===== src/rtl/tlb_pkg.sv =====
// tlb_pkg: shared definitions for the TLB refill walker.
//  - tlbConfig field offsets and widths of the 84-bit TLB write word
//  - PTE field positions (PFN[29:6], C[5:3], D[2], V[1], G[0])
//  - walker FSM state encoding
//  - pack_config(): assembles the TLB write word from its fields
package tlb_pkg;

  localparam int TLB_IDX_W = 4;
  localparam int CFG_W     = 84;
  localparam int ASID_W    = 8;
  localparam int VPN2_W    = 19;
  localparam int PFN_W     = 24;

  // tlbConfig layout
  localparam int ASID_LSB  = 76;
  localparam int G_BIT     = 75;
  localparam int VPN2_LSB  = 56;
  localparam int PFN1_LSB  = 32;
  localparam int PFN0_LSB  = 6;
  localparam int IDX_LSB   = 0;

  // PTE layout
  localparam int PTE_PFN_LSB = 6;
  localparam int PTE_D_BIT   = 2;
  localparam int PTE_V_BIT   = 1;
  localparam int PTE_G_BIT   = 0;

  typedef enum logic [2:0] {
    ST_IDLE    = 3'd0,
    ST_RD_EVEN = 3'd1,
    ST_RD_ODD  = 3'd2,
    ST_WRITE   = 3'd3,
    ST_FAULT   = 3'd4
  } walk_state_e;

  // D and V of each half sit directly below that half's PFN field.
  function automatic logic [CFG_W-1:0] pack_config(
    input logic [ASID_W-1:0]    asid,
    input logic                 g,
    input logic [VPN2_W-1:0]    vpn2,
    input logic [PFN_W-1:0]     pfn1,
    input logic                 d1,
    input logic                 v1,
    input logic [PFN_W-1:0]     pfn0,
    input logic                 d0,
    input logic                 v0,
    input logic [TLB_IDX_W-1:0] idx
  );
    logic [CFG_W-1:0] cfg;
    cfg                           = '0;
    cfg[ASID_LSB +: ASID_W]       = asid;
    cfg[G_BIT]                    = g;
    cfg[VPN2_LSB +: VPN2_W]       = vpn2;
    cfg[PFN1_LSB +: PFN_W]        = pfn1;
    cfg[PFN1_LSB-1]               = d1;
    cfg[PFN1_LSB-2]               = v1;
    cfg[PFN0_LSB +: PFN_W]        = pfn0;
    cfg[PFN0_LSB-1]               = d0;
    cfg[PFN0_LSB-2]               = v0;
    cfg[IDX_LSB +: TLB_IDX_W]     = idx;
    return cfg;
  endfunction

endpackage


===== src/rtl/tlb_random_index.sv =====
// tlb_random_index: wired-aware decrementing replacement counter.
//  clk      in  system clock
//  rst_n    in  asynchronous active-low reset (counter <- RAND_RST)
//  advance  in  one TLB write was issued; step the counter
//  wired    in  entries below this index are never replaced
//  idx      out replacement slot = max(counter, wired)
module tlb_random_index
  import tlb_pkg::*;
#(
  parameter logic [TLB_IDX_W-1:0] RAND_RST = 4'd15,
  parameter logic [TLB_IDX_W-1:0] RELOAD   = 4'd15
) (
  input  logic                 clk,
  input  logic                 rst_n,
  input  logic                 advance,
  input  logic [TLB_IDX_W-1:0] wired,
  output logic [TLB_IDX_W-1:0] idx
);

  logic [TLB_IDX_W-1:0] random_q;

  // Reload when the decremented value would land at or below wired
  // (compared one bit wider so wired=15 cannot wrap).
  always_ff @(posedge clk or negedge rst_n) begin
    if (!rst_n) begin
      random_q <= RAND_RST;
    end else if (advance) begin
      if ({1'b0, random_q} <= ({1'b0, wired} + 5'd1)) begin
        random_q <= RELOAD;
      end else begin
        random_q <= random_q - 4'd1;
      end
    end
  end

  assign idx = (random_q > wired) ? random_q : wired;

endmodule


===== src/rtl/tlb_refill_walker.sv =====
// tlb_refill_walker: hardware TLB refill engine.
//  On miss_req (IDLE only) reads the even/odd PTE pair at pte_base + (VPN2<<3),
//  packs both into the 84-bit TLB write word and pulses tlbwi into a
//  round-robin slot chosen by tlb_random_index.
//  Ports:
//   clk, rst_n                 clock, asynchronous active-low reset
//   miss_req/vaddr/asid        walk request from the MMU
//   pte_base                   page-table base (8-byte aligned)
//   wired                      lowest replaceable TLB index
//   abort                      pipeline flush; cancels the walk after the bus read
//   mem_req/mem_addr           bus read request and address
//   mem_ack/mem_err/mem_rdata  bus response
//   tlbConfig/tlbwi            TLB write word and one-cycle write strobe
//   busy/done/fault            walk status
module tlb_refill_walker
  import tlb_pkg::*;
#(
  parameter int                   NENTRY   = 16,
  parameter logic [TLB_IDX_W-1:0] RAND_RST = 4'd15
) (
  input  logic                 clk,
  input  logic                 rst_n,
  input  logic                 miss_req,
  input  logic [31:0]          miss_vaddr,
  input  logic [7:0]           miss_asid,
  input  logic [31:0]          pte_base,
  input  logic [3:0]           wired,
  input  logic                 abort,
  output logic                 mem_req,
  output logic [31:0]          mem_addr,
  input  logic                 mem_ack,
  input  logic                 mem_err,
  input  logic [31:0]          mem_rdata,
  output logic [CFG_W-1:0]     tlbConfig,
  output logic                 tlbwi,
  output logic                 busy,
  output logic                 done,
  output logic                 fault
);

  localparam logic [TLB_IDX_W-1:0] RELOAD = TLB_IDX_W'(NENTRY - 1);

  walk_state_e          state_q, state_d;
  logic                 abort_q;
  logic                 kill;
  logic                 cfg_load;
  logic [TLB_IDX_W-1:0] idx;

  logic [VPN2_W-1:0]    vpn2_q;
  logic [ASID_W-1:0]    asid_q;
  logic [31:0]          base_q;
  logic [PFN_W-1:0]     pfn0_q;
  logic                 d0_q, v0_q, g0_q;
  logic [31:0]          even_addr;

  // Address bits below the VPN2 field and the PTE cache attribute are not needed.
  logic                 unused_bits;
  assign unused_bits = ^{miss_vaddr[12:0], mem_rdata[31:30], mem_rdata[5:3]};

  tlb_random_index #(
    .RAND_RST (RAND_RST),
    .RELOAD   (RELOAD)
  ) u_random (
    .clk     (clk),
    .rst_n   (rst_n),
    .advance (tlbwi),
    .wired   (wired),
    .idx     (idx)
  );

  assign even_addr = base_q + {vpn2_q, 3'b000};
  assign busy      = (state_q != ST_IDLE);
  // A flush seen in the final cycle suppresses the result just like an earlier one.
  assign kill      = abort_q | abort;
  assign cfg_load  = (state_q == ST_RD_ODD) && mem_ack && !mem_err && !kill;

  always_comb begin
    state_d  = state_q;
    mem_req  = 1'b0;
    mem_addr = '0;
    tlbwi    = 1'b0;
    done     = 1'b0;
    fault    = 1'b0;
    case (state_q)
      ST_IDLE: begin
        if (miss_req && !abort) state_d = ST_RD_EVEN;
      end
      ST_RD_EVEN: begin
        mem_req  = 1'b1;
        mem_addr = even_addr;
        if (mem_ack) state_d = mem_err ? ST_FAULT : ST_RD_ODD;
      end
      ST_RD_ODD: begin
        mem_req  = 1'b1;
        mem_addr = even_addr + 32'd4;
        if (mem_ack) state_d = mem_err ? ST_FAULT : ST_WRITE;
      end
      ST_WRITE: begin
        state_d = ST_IDLE;
        if (!kill) begin
          tlbwi = 1'b1;
          done  = 1'b1;
        end
      end
      ST_FAULT: begin
        state_d = ST_IDLE;
        if (!kill) begin
          done  = 1'b1;
          fault = 1'b1;
        end
      end
      default: state_d = ST_IDLE;
    endcase
  end

  // Control state and the TLB write word
  always_ff @(posedge clk or negedge rst_n) begin
    if (!rst_n) begin
      state_q   <= ST_IDLE;
      abort_q   <= 1'b0;
      tlbConfig <= '0;
    end else begin
      state_q <= state_d;
      if (state_q == ST_IDLE) begin
        abort_q <= 1'b0;
      end else if (abort) begin
        abort_q <= 1'b1;
      end
      // Odd PTE arrives straight from the bus; the word then holds until the next walk.
      if (cfg_load) begin
        tlbConfig <= pack_config(asid_q,
                                 g0_q & mem_rdata[PTE_G_BIT],
                                 vpn2_q,
                                 mem_rdata[PTE_PFN_LSB +: PFN_W],
                                 mem_rdata[PTE_D_BIT],
                                 mem_rdata[PTE_V_BIT],
                                 pfn0_q, d0_q, v0_q, idx);
      end
    end
  end

  // Request capture and even PTE
  always_ff @(posedge clk) begin
    if ((state_q == ST_IDLE) && miss_req) begin
      vpn2_q <= miss_vaddr[31:13];
      asid_q <= miss_asid;
      base_q <= pte_base;
    end
    if ((state_q == ST_RD_EVEN) && mem_ack) begin
      pfn0_q <= mem_rdata[PTE_PFN_LSB +: PFN_W];
      d0_q   <= mem_rdata[PTE_D_BIT];
      v0_q   <= mem_rdata[PTE_V_BIT];
      g0_q   <= mem_rdata[PTE_G_BIT];
    end
  end

endmodule


===== config.mk =====
export PLATFORM = sky130hd
export DESIGN_NAME = tlb_refill_walker
export DESIGN_NICKNAME = d
export VERILOG_FILES = /design/src/rtl/tlb_pkg.sv /design/src/rtl/tlb_random_index.sv /design/src/rtl/tlb_refill_walker.sv
export SDC_FILE = /design/constraint.sdc
export NUM_CORES = 1
export LEC_CHECK = 0
export CORE_MARGIN = 5
export CORE_UTILIZATION = 49
export CTS_CLUSTER_DIAMETER = 150
export DETAILED_ROUTE_END_ITERATION = 12
export PLACE_DENSITY = 0.84
export SYNTH_ARGS = -nofsm -noshare
export SYNTH_HDL_FRONTEND = slang
export SYNTH_SLANG_ARGS = --single-unit

===== constraint.sdc =====
create_clock -name clk -period 4.8 [get_ports clk]
set_input_delay 0.72 -clock clk [delete_from_list [all_inputs] [get_ports clk]]
set_output_delay 0.72 -clock clk [all_outputs]
set_load 0.02 [all_outputs]

==> impl_results.md <==
* DPL Wire Length at 16.64 mm
* ANT nets after route at 0
* PwrDens at 620.9 mW/mm^2
* GRT Total Usage at 0.2119
* Switching share of power at 0.4085
* Post-synth EDFFs at 86
* RD Place Congestion at 0.8889
* IR Drop Worst-Case VDD at a little under 0.0005 V
* Port-buffer cells at 216
* Final WL at 22.38 mm
* CTS clock-pin slew for the worst setup and hold paths at 0.08 ns
* Tmin final at 4.629 ns
* Final period utilization at 0.9644
* Clock network fraction of design power at 0.183
* Reg power frac at 0.305
* Io pins at 235
* Number of global-route vias before repair at about 6,800
* Cell Int Power at between 4 and 5 mW
* Worst Path Required at 4.08 ns
* Critical Path End Type: primary output
* Vias at 6,676
* Max-cap violations at 0
* Final Cell Area at 0.01217 mm^2
* Initial antenna violation count at 0
* Die area at 0.02102 mm^2
* Setup crit start: vpn2_q[0]$_DFFE_PP_
* Syn Nets at 876
* Slew @ Worst Pin at 0.9822 ns
* Vias/cell at 5.531
* Area growth from synthesis to layout at 36.30%
* Root Buffer: clkbuf_16
* Status: finished clean
* Starting DRT DRC Count at 308
* Cell variety after synth at 84
* Die H at 145.0 um
* First-pass GRT wire length at ~36 mm
* H-tree lvl count at 4
* Worst skew pair latency at 0.44 ns
* CP Data Arrival Time at 3.91 ns
* Synthesized area at 0.008929 mm^2
* Ranking of synthesized cells by area: edfxtp_1 29%, dfrtp_1 25%, mux2_2 9.8%
* Synth Warn # at 0
* Post-DP Area at 0.01141 mm^2
* Reg2Reg Setup Slack at approximately 1.6 ns
* Mean Syn Cell Area at 12.21 um^2
* Initial Utilization at 0.4970
* Wire length per cell at 18.54 um
* TritonCTS buffer count at 17
* FFs w/ async S/R, synth at 0.5169
* Die width at 145.0 um
* # setup viols final at 0
* # diodes at 0
* Layout Nets at 1,110
* # rows at 49
* Min-delay worst type: primary input to asynchronous set/reset pin
* CP max FO at 5
* Comb pwr share at 0.512
* Largest net degree at the start of global routing at 66
* Final slew viol count at 0
* Final hold viol count at 0
* Worst Setup Start Kind: flip-flop
* Core Footprint at 0.01796 mm^2
* Reg2reg start: state_q[1]$_DFFE_PN0P_
* Post-synth top area share at 0.2892
* CTS tree: built
* CTS Hold Buffers Added at 0
* Switching power at 3.086 mW
* Most used DFF post-synth: dfrtp_1
* Cell taking the most area after synthesis: edfxtp_1
* Max transition margin at 0.3452
* RSZ-0062 raised after global routing: false
* Final TNS setup at 0 ns
* Highest clock rate at approximately 220 MHz
* Router iterations before antenna repair at 5
* Layout cells sized above 1 at 0.2096
* Crit path kind: flip-flop to primary output
* DRC at 0
* Fillcell total at around 1,300
* Sequential share of the synthesized area at 0.5476
* Sink Count at 178
* Final setup skew at about 0.017 ns
* Clk buf depth at 2
* Seq cells post-synth at 178
* Grt total ovfl at 0
* Worst hold slack at between 0.3 and 0.4 ns
* Cell count after synthesis at 731
* Leakage power at 4.932 nW
[power groups by stage]
stage | logic [mW] | registers [mW] | clock network, mW
2_1_floorplan | 2.01 | 2.58 | 0
3_3_place_gp | 3.70 | 2.31 | 0
3_5_place_dp | 3.77 | 2.33 | 0
4_1_cts | 3.79 | 2.30 | 1.41
5_1_grt | 4.15 | 2.36 | 1.49
6_report | 3.87 | 2.30 | 1.38
[critical path, stage by stage (launching register included)]
cell,delay (ns)
edfxtp_1,0.35
ha_1,0.18
inv_1,0.06
fa_1,0.41
nand2b_4,0.17
a21o_1,0.19
a211o_1,0.32
and4_4,0.24
o31a_2,0.38
o221ai_4,0.29
nor3_2,0.09
and3_1,0.19
o32ai_1,0.29
clkdlybuf4s15_2,0.32
[cell usage in the layout, fill, tap and decap left out, types with 11 or more instances in the layout]
cell type	count
clkdlybuf4s50_1	199
dfrtp_1	88
edfxtp_1	86
mux2_2	78
nand2_1	57
nor2_1	37
a21oi_1	29
ha_1	29
o21ai_0	28
buf_4	27
xnor2_1	23
inv_1	18
nand3_1	17
clkbuf_16	17
nor3_1	14
xor2_1	14
o22ai_1	12
nor2b_1	11
[through the flow]
stage	power, mW	cells	util	worst slack, ns
floorplan	4.587	731	-	0.7122
global placement	6.006	1170	0.6353	0.1417
detailed placement	6.097	1170	0.6353	0.1112
CTS	7.496	1204	0.6710	0.01044
global route	7.996	1207	0.6774	0.0007643
finish	7.555	1207	0.6774	0.1710
[layer usage]
layer / track usage / share of wire / vias to the layer above
met5: 0 / 0 / -
met4: 0.06168 / 0.021 / 0
met3: 0.05145 / 0.056 / 29
met2: 0.3469 / 0.49 / 207
met1: 0.2823 / 0.43 / 3247
li1: - / - / 3193
[cell type report]
type / count / area, um^2 / area share
multi-input combinational: 508 / 4009 / 0.3294
sequential: 178 / 4890 / 0.4018
timing repair buffer: 242 / 2316 / 0.1903
inverter: 18 / 67.56 / 0.005552
clock buffer: 18 / 439.2 / 0.03609
clock inverter: 14 / 161.4 / 0.01326
tap: 229 / 286.5 / 0.02355
[state kept, by name, summed over array words and instances, names as in the netlist, 3 cells and up]
signal and count:
tlbConfig 84, base_q 32, pfn0_q 24, state_q 3, vpn2_q 19, u_random.random_q 4, asid_q 8
[synthesized netlist by cell type (3+ instances only)]
library cell	count
dfrtp_1	88
edfxtp_1	86
mux2_2	78
nand2_1	57
nor2_1	38
a21oi_1	33
ha_1	30
o21ai_0	29
xnor2_1	24
clkbuf_1	18
inv_1	18
nand3_1	18
nor3_1	16
xor2_1	16
o22ai_1	12
nor2b_1	11
and2_1	7
nand4_1	7
a21o_1	6
and3_1	6
nand2b_1	6
nor3b_1	6
nor4_1	6
o21a_1	6
o21ai_1	6
buf_2	5
a211oi_1	4
a31oi_1	4
dfstp_2	4
o211ai_1	4
a311oi_1	3
and4_2	3
nor4_4	3
o2111ai_1	3
o32ai_1	3
or2_2	3
[final timing paths]
check                                                 end  cells after the start
worst max-delay path                         mem_addr[28]                     13
worst min-delay path            tlbConfig[36]$_DFFE_PN0P_                      1
worst max register to register  tlbConfig[39]$_DFFE_PN0P_                      5
worst min register to register   tlbConfig[7]$_DFFE_PN0P_                      1
max in group asynchronous       tlbConfig[50]$_DFFE_PN0P_                      2
min in group clk                 tlbConfig[7]$_DFFE_PN0P_                      1
[logic make-up (layout without fill, tap and decap cells)]
kind of cell / count (synthesis) / after routing / synth area share
buffers and inverters: 45 / 292 / 0.02284
AO/OA/AOI/OAI: 144 / 144 / 0.1108
multiplexers: 80 / 80 / 0.1006
AND/OR/NAND/NOR: 212 / 212 / 0.1327
XOR/XNOR: 41 / 41 / 0.04106
adder cells (fa/ha/maj): 31 / 31 / 0.04428
flip-flops: 178 / 178 / 0.5476
[timing repair]
item,CTS,global route
gates resized for setup,26,39
endpoints found under the setup margin,17,13
endpoints found under the hold margin,0,0
buffers inserted,2,3
pin swaps,1,4
Note: power is estimated with default switching activity, not from simulation.
